<file path="src/rtl/bitperm_pkg.sv">
// bitperm_pkg -- shared constants for the bit permutation unit.
//   mode_e     : permutation select encodings (PASS, BITREV, GRPREV, INGRP)
//   FIFO_DEPTH : number of result entries buffered behind the permuter
package bitperm_pkg;

    typedef enum logic [1:0] {
        MODE_PASS   = 2'd0,
        MODE_BITREV = 2'd1,
        MODE_GRPREV = 2'd2,
        MODE_INGRP  = 2'd3
    } mode_e;

    localparam int unsigned FIFO_DEPTH = 2;

endpackage

</file>
<file path="src/rtl/bit_permute_comb.sv">
// bit_permute_comb -- purely combinational bit permuter.
//   in   : operand, WIDTH bits
//   mode : permutation select (see bitperm_pkg::mode_e)
//   out  : permuted operand, WIDTH bits
// WIDTH must be a multiple of GROUP.
module bit_permute_comb
    import bitperm_pkg::*;
#(
    parameter int unsigned WIDTH = 16,
    parameter int unsigned GROUP = 8
) (
    input  logic [WIDTH-1:0] in,
    input  logic [1:0]       mode,
    output logic [WIDTH-1:0] out
);

    localparam int unsigned NGRP = WIDTH / GROUP;

    always_comb begin
        out = '0;
        unique case (mode_e'(mode))
            MODE_PASS: out = in;
            MODE_BITREV: begin
                for (int unsigned i = 0; i < WIDTH; i++)
                    out[i] = in[WIDTH-1-i];
            end
            // group g of the result takes group NGRP-1-g of the operand
            MODE_GRPREV: begin
                for (int unsigned g = 0; g < NGRP; g++)
                    for (int unsigned b = 0; b < GROUP; b++)
                        out[g*GROUP + b] = in[(NGRP-1-g)*GROUP + b];
            end
            MODE_INGRP: begin
                for (int unsigned g = 0; g < NGRP; g++)
                    for (int unsigned b = 0; b < GROUP; b++)
                        out[g*GROUP + b] = in[g*GROUP + GROUP-1-b];
            end
            default: out = in;
        endcase
    end

endmodule

</file>
<file path="src/rtl/bit_permute_unit.sv">
// bit_permute_unit -- valid/ready bit permuter with a 2-entry result FIFO.
//   clk, rst_n          : clock, asynchronous active-low reset
//   in_valid/in_ready   : input handshake; in_data/in_mode sampled on push
//   out_valid/out_ready : output handshake; out_data is the oldest result,
//                         forced to 0 while out_valid is 0
//   xfer_count          : 16-bit wrapping pop counter, only present when the
//                         macro BITPERM_CNT_EN is defined
// The permutation is applied before the FIFO write, so each result appears
// one cycle after its push. in_ready depends only on registered occupancy.
module bit_permute_unit
    import bitperm_pkg::*;
#(
    parameter int unsigned WIDTH = 16,
    parameter int unsigned GROUP = 8
) (
    input  logic             clk,
    input  logic             rst_n,
    input  logic             in_valid,
    output logic             in_ready,
    input  logic [WIDTH-1:0] in_data,
    input  logic [1:0]       in_mode,
    output logic             out_valid,
    input  logic             out_ready,
    output logic [WIDTH-1:0] out_data
`ifdef BITPERM_CNT_EN
   ,output logic [15:0]      xfer_count
`endif
);

    logic [WIDTH-1:0] perm;
    logic [WIDTH-1:0] mem_q [FIFO_DEPTH];
    logic             wr_ptr_q, wr_ptr_d;
    logic             rd_ptr_q, rd_ptr_d;
    logic [1:0]       count_q, count_d;
    logic             push, pop;

    bit_permute_comb #(
        .WIDTH (WIDTH),
        .GROUP (GROUP)
    ) u_perm (
        .in   (in_data),
        .mode (in_mode),
        .out  (perm)
    );

    assign in_ready  = (count_q < 2'(FIFO_DEPTH));
    assign out_valid = (count_q != 2'd0);
    assign out_data  = out_valid ? mem_q[rd_ptr_q] : '0;
    assign push      = in_valid & in_ready;
    assign pop       = out_valid & out_ready;

    always_comb begin
        wr_ptr_d = wr_ptr_q;
        rd_ptr_d = rd_ptr_q;
        count_d  = count_q;
        if (push) wr_ptr_d = ~wr_ptr_q;
        if (pop)  rd_ptr_d = ~rd_ptr_q;
        unique case ({push, pop})
            2'b10:   count_d = count_q + 2'd1;
            2'b01:   count_d = count_q - 2'd1;
            default: count_d = count_q;
        endcase
    end

    always_ff @(posedge clk or negedge rst_n) begin
        if (!rst_n) begin
            wr_ptr_q <= 1'b0;
            rd_ptr_q <= 1'b0;
            count_q  <= '0;
            for (int unsigned i = 0; i < FIFO_DEPTH; i++)
                mem_q[i] <= '0;
        end else begin
            wr_ptr_q <= wr_ptr_d;
            rd_ptr_q <= rd_ptr_d;
            count_q  <= count_d;
            if (push) mem_q[wr_ptr_q] <= perm;
        end
    end

`ifdef BITPERM_CNT_EN
    logic [15:0] xfer_q;

    always_ff @(posedge clk or negedge rst_n) begin
        if (!rst_n)   xfer_q <= '0;
        else if (pop) xfer_q <= xfer_q + 16'd1;
    end

    assign xfer_count = xfer_q;
`endif

endmodule

</file>
<file path="config.mk">
export PLATFORM = sky130hd
export DESIGN_NAME = bit_permute_unit
export DESIGN_NICKNAME = d
export VERILOG_FILES = /design/src/rtl/bitperm_pkg.sv /design/src/rtl/bit_permute_comb.sv /design/src/rtl/bit_permute_unit.sv
export SDC_FILE = /design/constraint.sdc
export NUM_CORES = 1
export LEC_CHECK = 0
export BUFFER_PORTS_ARGS = -buffer_cell sky130_fd_sc_hd__buf_2
export CAP_MARGIN = 10
export CORE_UTILIZATION = 49
export DETAILED_ROUTE_END_ITERATION = 8
export PLACE_DENSITY = 0.75
export SLEW_MARGIN = 20
export SYNTH_ARGS = -nofsm -noshare
export SYNTH_HDL_FRONTEND = slang
export SYNTH_SLANG_ARGS = --single-unit
</file>
<file path="constraint.sdc">
create_clock -name clk -period 1.4 [get_ports clk]
set_input_delay 0.28 -clock clk [delete_from_list [all_inputs] [get_ports clk]]
set_output_delay 0.28 -clock clk [all_outputs]
set_load 0.01 [all_outputs]
</file>
==> impl_metrics.ini, run 1 <==
[run_status]
outcome = complete, but fails checks
violations = negative setup slack

[critical_path]
crit_buf_inv = 2
r2r_cells = 5
worstSetupEndpointType = primary output
critical_path_required_ps = 1120
reg2reg_from = count_q[1]
arrival_ps = 1270
cp_max_fo = 6
path_cells = buf_6, mux2i_1, nor2_1, buf_2
r2r_slack_ps = -10
critPathSlowestCell = dfrtp_2
r2r_end = mem_q[29]
critical_path.top_delay_family = flip-flops
worstSetupPathDepth = 4
max_stage_delay_ps = 430
cp-start-kind = register
critPathKind = register to primary output

[global_routing]
grtUsageTotal = 0.244
grt_pass1_wl_um = 7500
grt_pass1_vias = 1634
antenna_found_initial = 0
grt_overflow = 0
grt_max_degree = 37

[clock_network]
htree_num_levels = 2
path_clk_slew_ps = 70
clkLatencyLatePin_ps = 300
holdBufCountCts = 0
ctsRootBufferMaster = clkbuf_8
cts.sink_count = 36
cts_buffer_depth = 2
numCtsBuffers = 5
cts_tree = done

[hold_path]
worstHoldPathType = primary input to asynchronous set/reset pin

[power]
combinationalPowerShare = 0.505
switching_share = 0.372
switchingPower_w = 0.00208
power_w = 0.00558
p_seq_frac = 0.332
pwr-share-clk = 0.162
internal-power_w = 0.00350
vdd_drop_max_v = 0.00108
power_leakage_nw = 1.29
powerDensity_mw_per_mm2 = 2140

[timing]
tns_ps = -2230
finalSetupViolCount = 18
finalClockSkew_ps = 2.95
final_hold_viol_count = 0
holdWs_ps = 16.2
drv_slew = 0
slew-limit-headroom = 0.683
rsz0062_at_grt = yes
min_period_ps = 1550
max_freq_mhz = 647
setup_slack_ps = -147
tightestPinTransition_ps = 476
finalCritPeriodShare = 1.10

[final_layout]
ff_latch_area_um2 = 903
antenna_cells = 0
final_net_count = 272
final_area_mm2 = 0.00261
layout-drive-gt1-share = 0.416
multi_input_area_mm2 = 0.00104
syn_to_final_growth_pct = 34.1
fillers = 293

[placement]
place.gp.congestion = 0.827
post_dp_cell_area_mm2 = 0.00233
hpwl_um = 3140
portBuffers = 39

[detailed_routing]
wl_per_cell_um = 15.6
vias = 1640
first_pass_iters = 4
drc_errors = 0
avgViaCountPerCell = 5.50
wirelength_um = 4650
ant_nets = 0
first_iter_violations = 53

[synth]
yosys.cell_types.count = 25
syn_inst = 188
yosys.area.top_type = dfrtp_1
syn_area_per_cell_um2 = 10.3
ys_top_cells_by_area = dfrtp_1 46%, mux2i_1 16%, o221ai_1 6.8%, nand2_1 6.6%, mux2_2 4.6%
syn_nets = 211
synth_area_mm2 = 0.00194
yosysSeqAreaShare = 0.464
synth_warnings = 0
netlist.area_leader.share = 0.464
ys_ff_latch = 36

[die]
die_h_um = 65.0
dieArea_mm2 = 0.00422
start_util = 0.519
ios = 40
core.rowCount = 22
die_w_um = 65.0
coreArea_mm2 = 0.00374

[run]
cap_violations = 0
-- timing repair --
item / CTS / global route
endpoints found under the hold margin: 0 / 0
setup buffers: 3 / 0
pin swaps: 1 / 2
resized for setup: 9 / 17
gates cloned: 1 / 1
setup endpoints to repair: 18 / 33
-- through the flow --
stage	setup slack, ps	cells	util
6_report	-147	298	0.696
5_1_grt	-229	298	0.696
3_5_place_dp	-8.37	285	0.622
4_1_cts	-179	297	0.666
3_3_place_gp	40.1	285	0.622
2_1_floorplan	44.8	188	-
-- worst reg2reg max path: stages, from the launching register on --
cell	delay (ps)
dfrtp_2	450
buf_6	130
nor2b_4	110
inv_2	70
or3_4	410
o221ai_2	170
-- kinds of logic after synthesis --
family,after synthesis,share of synthesized area
simple gates,60,0.133
mux,40,0.211
flops,36,0.464
compound gates,32,0.120
buf+inv,15,0.0470
xor+xnor,4,0.0180
fa+ha+maj,1,0.00644
-- worst max-delay path by stage --
stage / start / endpoint
after floorplan: count_q[1] / mem_q[21]
after global placement: count_q[1] / mem_q[29]
after detailed placement: count_q[1] / mem_q[26]
after CTS: rd_ptr_q / out_data[13]
after global routing: rd_ptr_q / out_data[7]
final: rd_ptr_q / out_data[13]
-- synthesized netlist by cell type --
cell type and number:
dfrtp_1 36, nand2_1 34, mux2i_1 32, nor2_1 18, o221ai_1 15, o21ai_1 14, mux2_2 8, buf_2 6
nand3b_1 3, xnor2_1 3, buf_6 2, clkbuf_1 2, inv_1 2, o21ai_2 2, buf_8 1, clkbuf_2 1
ha_1 1, inv_2 1, nand3_1 1, nor2b_1 1, nor2b_4 1, o221ai_2 1, or3_1 1, or3b_1 1
xor2_1 1
-- flip-flops by register name, summed over array words and instances, names as in the netlist --
signal / flops
wr_ptr_q: 1
count_q: 2
rd_ptr_q: 1
mem_q: 32
-- placed cells by master, fill, tap and decap left out, types with 2 or more instances in the layout --
cell type  instances
buf_2             38
nand2_1           34
dfrtp_1           34
mux2i_1           31
buf_4             17
nor2_1            16
o21ai_1           14
o221ai_2           9
mux2_2             8
o221ai_1           7
buf_6              7
clkbuf_8           5
nand3b_1           3
buf_12             3
inv_2              2
o21ai_2            2
xnor2_1            2
dfrtp_2            2
-- power groups by stage --
stage	clock network [W]	logic, W	registers [W]
global placement	0	0.00235	0.00184
CTS	0.000928	0.00261	0.00183
global route	0.000976	0.00312	0.00192
detailed placement	0	0.00242	0.00186
finish	0.000906	0.00282	0.00186
floorplan	0	0.00161	0.00177
-- metal layers --
layer  routed length [um]  up-vias  part of all wire  global-route usage
li1                     -      791                 -                   -
met1                 2090      807              0.45               0.297
met2                 2320       33              0.50               0.415
met3                  164        9             0.035              0.0475
met4                   69        0             0.015               0.108
met5                    0        -                 0                   0
-- final cells by class --
cell class / count / area share
multi-input cells: 137 / 0.400
flip-flops and latches: 36 / 0.347
repair buffers: 66 / 0.185
clock buffers: 6 / 0.0279
well taps: 48 / 0.0231
clock inverters: 2 / 0.0134
inverters: 3 / 0.00432
(Power assumes the default switching activity.)
==> run 2, diff against run 1 <==
Settings changed: BUFFER_PORTS_ARGS -buffer_cell sky130_fd_sc_hd__buf_2 to -buffer_cell sky130_fd_sc_hd__clkbuf_2.
==> run 2 against run 1 <==
Against the previous run:
- the flow still finishes with violations (negative setup slack)
- critical path depth stayed put
- sequential cell count is the same
- die area unchanged
- first-iteration DRC count is 58% higher
- critical endpoint is now out_data[15]
- largest power group unchanged
- highest routed layer unchanged
==> impl_metrics.ini, run 2 (synthesis gave the netlist of run 1 again) <==
[detailed_routing]
wl_per_cell_um = 18.4
first_iter_violations = 84
avgViaCountPerCell = 5.58
drc_errors = 0
first_pass_iters = 4
ant_nets = 0
wirelength_um = 5620
vias = 1709

[critical_path]
cp-start-kind = register
worstSetupEndpointType = primary output
cp_max_fo = 7
arrival_ps = 1300
crit_buf_inv = 2
critPathKind = register to primary output
path_cells = buf_12, mux2i_2, nor2_2, buf_2
critical_path_required_ps = 1120
critPathSlowestCell = dfrtp_2
max_stage_delay_ps = 430
critical_path.top_delay_family = flip-flops

[die]
ios = 40
core.rowCount = 22
die_w_um = 65.0
dieArea_mm2 = 0.00422
coreArea_mm2 = 0.00374
start_util = 0.519
die_h_um = 65.0

[global_routing]
antenna_found_initial = 0
grt_max_degree = 24
grt_pass1_wl_um = 8190
grt_overflow = 0
grtUsageTotal = 0.265
grt_pass1_vias = 1739

[final_layout]
post-route-util = 0.778
largest_register_ffs = 32
layout-drive-gt1-share = 0.550
antenna_cells = 0
final_area_mm2 = 0.00291
syn_to_final_growth_pct = 50.1
largest_registers = mem_q: 32 flops, count_q: 2 flops
finalNonFillerCells = 306
final_cell_mix = 33 x clkbuf_2, 33 x dfrtp_1, 29 x mux2i_1
fillers = 238
top_register = mem_q
final_net_count = 280

[timing]
finalClockSkew_ps = 4.71
finalCritPeriodShare = 1.13
finalSetupViolCount = 33
setup_slack_ps = -178
rsz0062_at_grt = yes
tightestPinTransition_ps = 488
final_hold_viol_count = 0
slew-limit-headroom = 0.665
min_period_ps = 1580
drv_slew = 0
max_freq_mhz = 634

[run_status]
outcome = complete, but fails checks
violations = negative setup slack

[clock_network]
cts_tree = done
path_clk_slew_ps = 80
ctsRootBufferMaster = clkbuf_8
clkLatencyLatePin_ps = 290
numCtsBuffers = 5
cts_buffer_depth = 2
htree_num_levels = 2
cts.sink_count = 36

[power]
powerDensity_mw_per_mm2 = 2190
power_leakage_nw = 1.40
vdd_drop_max_v = 0.00152

[placement]
post_dp_cell_area_mm2 = 0.00237
dp_cells = 287
preCtsSetupSlack_ps = -48.5
place.gp.congestion = 0.799
portBuffers = 39
hpwl_um = 3160

[hold_path]
worstHoldPathType = primary input to register

[run]
cap_violations = 0
-- run 2: changes by cell type in the layout (fill, tap and decap cells not counted), sizes merged --
| cell | before | now |
|---|---|---|
| clkbuf | 7 | 40 |
| buf | 65 | 38 |
| clkinvlp | 0 | 1 |
| dlygate4sd3 | 0 | 1 |
-- run 2: area by class of cell --
type	count	area, um^2	share of cell area
Sequential cell	36	905	0.310
Clock buffer	5	68.8	0.0236
Timing Repair Buffer	74	641	0.220
Inverter	3	13.8	0.00472
Multi-Input combinational cell	137	1180	0.406
Tap cell	48	60.1	0.0206
Clock inverter	3	42.5	0.0146
-- run 2: worst paths after layout --
kind | end | depth (start not counted) | startpoint | slack [ps]
worst max register to register | mem_q[22] | 5 | count_q[1] | -90
worst max-delay path | out_data[15] | 4 | rd_ptr_q | -180
max in group asynchronous | count_q[1] | 3 | rst_n | 490
worst min register to register | mem_q[1] | 2 | mem_q[1] | 490
min in group asynchronous | mem_q[13] | 2 | rst_n | 430
worst min-delay path | mem_q[7] | 3 | in_data[7] | 410
-- run 2: per-stage QoR --
stage          power, W  setup TNS, ps  hold WS (ps)
2_1_floorplan   0.00337              0         -15.6
3_3_place_gp    0.00423              0           219
3_5_place_dp    0.00432           -254           213
4_1_cts         0.00570          -3080           375
5_1_grt         0.00675          -4970           418
6_report        0.00637          -3470           407
-- run 2: what timing repair did --
action / in CTS / in global routing
pin swaps: 6 / 17
resized for setup: 28 / 49
endpoints found under the hold margin: 13 / 0
setup endpoints to repair: 25 / 41
gates cloned: 3 / 2
setup buffers: 4 / 1
hold buffers: 1 / 0
-- run 2: routing by layer --
layer,vias up,GRT usage,wire [um],part of all wire
met5,-,0,0,0
met4,0,0.108,104,0.019
met3,9,0.0616,239,0.043
met2,48,0.441,2970,0.53
met1,839,0.328,2300,0.41
li1,813,-,-,-
-- run 2: power by group --
part           total (W)  leakage (nW)  switching, W  internal, W
Sequential       0.00198         0.446      0.000441      0.00154
Clock           0.000921        0.0541      0.000394     0.000527
Combinational    0.00347         0.898       0.00166      0.00181
-- run 2: tightest hold or removal path: stages --
cell	delay [ps]
clkbuf_2	90
mux2i_1	130
o221ai_1	170
==> run 3, diff against run 2 <==
Settings changed: CORE_UTILIZATION 49 to 50, CTS_BUF_LIST from default to sky130_fd_sc_hd__clkbuf_8, PLACE_DENSITY 0.75 to 0.77, SKIP_CTS_REPAIR_TIMING from default to 1.
==> run 3 against run 2 <==
Against the previous run:
- the flow still finishes with violations (negative setup slack)
- count of clock-buffer cells in the layout stayed put
- via count is 0.59% lower
- sequential power is 3% lower
- final cell count is 2.9% lower
- die area is 1.9% lower
- critical endpoint is now out_data[6]
- largest cell class unchanged
- highest routed layer unchanged
==> impl_metrics.ini, run 3 (synthesis gave the netlist of run 1 again) <==
[hold_path]
worstHoldPathType = primary input to asynchronous set/reset pin

[die]
die_w_um = 64.3
core.rowCount = 22
dieArea_mm2 = 0.00414
start_util = 0.526
ios = 40
coreArea_mm2 = 0.00369
die_h_um = 64.3

[power]
vdd_drop_max_v = 0.00124
power_leakage_nw = 1.32
power_w = 0.00567
powerDensity_mw_per_mm2 = 2110

[timing]
max_freq_mhz = 610
setup_slack_ps = -240
tns_ps = -2450
rsz0062_at_grt = yes
slew-limit-headroom = 0.698
final_hold_viol_count = 0
drv_slew = 0
finalCritPeriodShare = 1.17
finalSetupViolCount = 30
finalClockSkew_ps = 8.86
min_period_ps = 1640
tightestPinTransition_ps = 453

[global_routing]
grt_max_degree = 37
antenna_found_initial = 0
grt_pass1_wl_um = 6990
grtUsageTotal = 0.223
grt_overflow = 0
grt_pass1_vias = 1540

[final_layout]
syn_to_final_growth_pct = 38.3
largest_registers = mem_q: 32 flops, count_q: 2 flops
top_register = mem_q
final_common_cell = dfrtp_1
final_cell_mix = 32 x dfrtp_1, 31 x mux2i_1, 31 x clkbuf_2
antenna_cells = 0
layout-drive-gt1-share = 0.502
largest_register_ffs = 32
final_net_count = 271
finalNonFillerCells = 297
fillers = 274
final_area_mm2 = 0.00269

[clock_network]
path_clk_slew_ps = 70
cts_buffer_depth = 2
htree_num_levels = 2
clkLatencyLatePin_ps = 290
cts.sink_count = 36
cts_tree = done
ctsRootBufferMaster = clkbuf_8
numCtsBuffers = 5

[run_status]
violations = negative setup slack
outcome = complete, but fails checks

[placement]
dp_cells = 283
portBuffers = 39
preCtsSetupSlack_ps = 0.743
hpwl_um = 3070
place.gp.congestion = 0.840
post_dp_cell_area_mm2 = 0.00232

[critical_path]
cp-start-kind = register
critPathSlowestCell = dfrtp_2
arrival_ps = 1360
path_cells = clkbuf_16, mux2i_1, nor2_1, buf_2
cp_max_fo = 8
crit_buf_inv = 2
critical_path.top_delay_family = flip-flops
critPathKind = register to primary output
critical_path_required_ps = 1120
worstSetupEndpointType = primary output
max_stage_delay_ps = 440

[detailed_routing]
wl_per_cell_um = 16.9
drc_errors = 0
ant_nets = 0
wirelength_um = 5020
first_pass_iters = 4
first_iter_violations = 63
avgViaCountPerCell = 5.72
vias = 1699

[run]
cap_violations = 0
-- run 3: cell count changes in the layout (fill, tap and decap cells not counted), moves of 3 or more --
cell,previous run,this run
buf_6,10,3
nand2_4,9,4
buf_2,4,8
nand2_2,7,11
o221ai_1,2,6
o221ai_2,13,10
-- run 3: cell type report --
class	instances	area, um^2	share of cell area
repair buffers	65	512	0.190
clock inverters	3	18.8	0.00699
inverters	3	11.3	0.00419
flip-flops and latches	36	906	0.337
clock buffers	5	68.8	0.0256
well taps	48	60.1	0.0224
multi-input cells	137	1110	0.413
-- run 3: through the flow --
step,utilization,hold slack [ps]
global placement,0.630,344
finish,0.728,26.7
detailed placement,0.630,348
CTS,0.654,51.6
global route,0.728,68.6
floorplan,-,-15.6
-- run 3: report_power, final --
part	switching, W	internal [W]
clock network	0.000379	0.000347
registers	0.000394	0.00154
logic	0.00150	0.00151
total	0.00227	0.00340
-- run 3: routing by layer --
layer | share of wire | track usage | up-vias
li1 | - | - | 798
met1 | 0.41 | 0.284 | 841
met2 | 0.53 | 0.382 | 54
met3 | 0.044 | 0.0357 | 6
met4 | 0.015 | 0.0806 | 0
met5 | 0 | 0 | -
-- run 3: worst paths after layout --
kind	startpoint	to	slack, ps	cells past startpoint
worst max register to register	count_q[1]	mem_q[29]	-60	5
min in group clk	in_data[6]	mem_q[6]	390	3
worst min register to register	mem_q[5]	mem_q[5]	490	2
worst min-delay path	rst_n	mem_q[6]	30	2
max in group asynchronous	rst_n	count_q[1]	1020	2
worst max-delay path	rd_ptr_q	out_data[6]	-240	4
-- run 3: worst register-to-register path: stages, from the launching register on --
cell,delay [ps]
dfrtp_2,440
buf_6,140
or3b_4,430
buf_6,160
nand2_1,90
o221ai_2,90
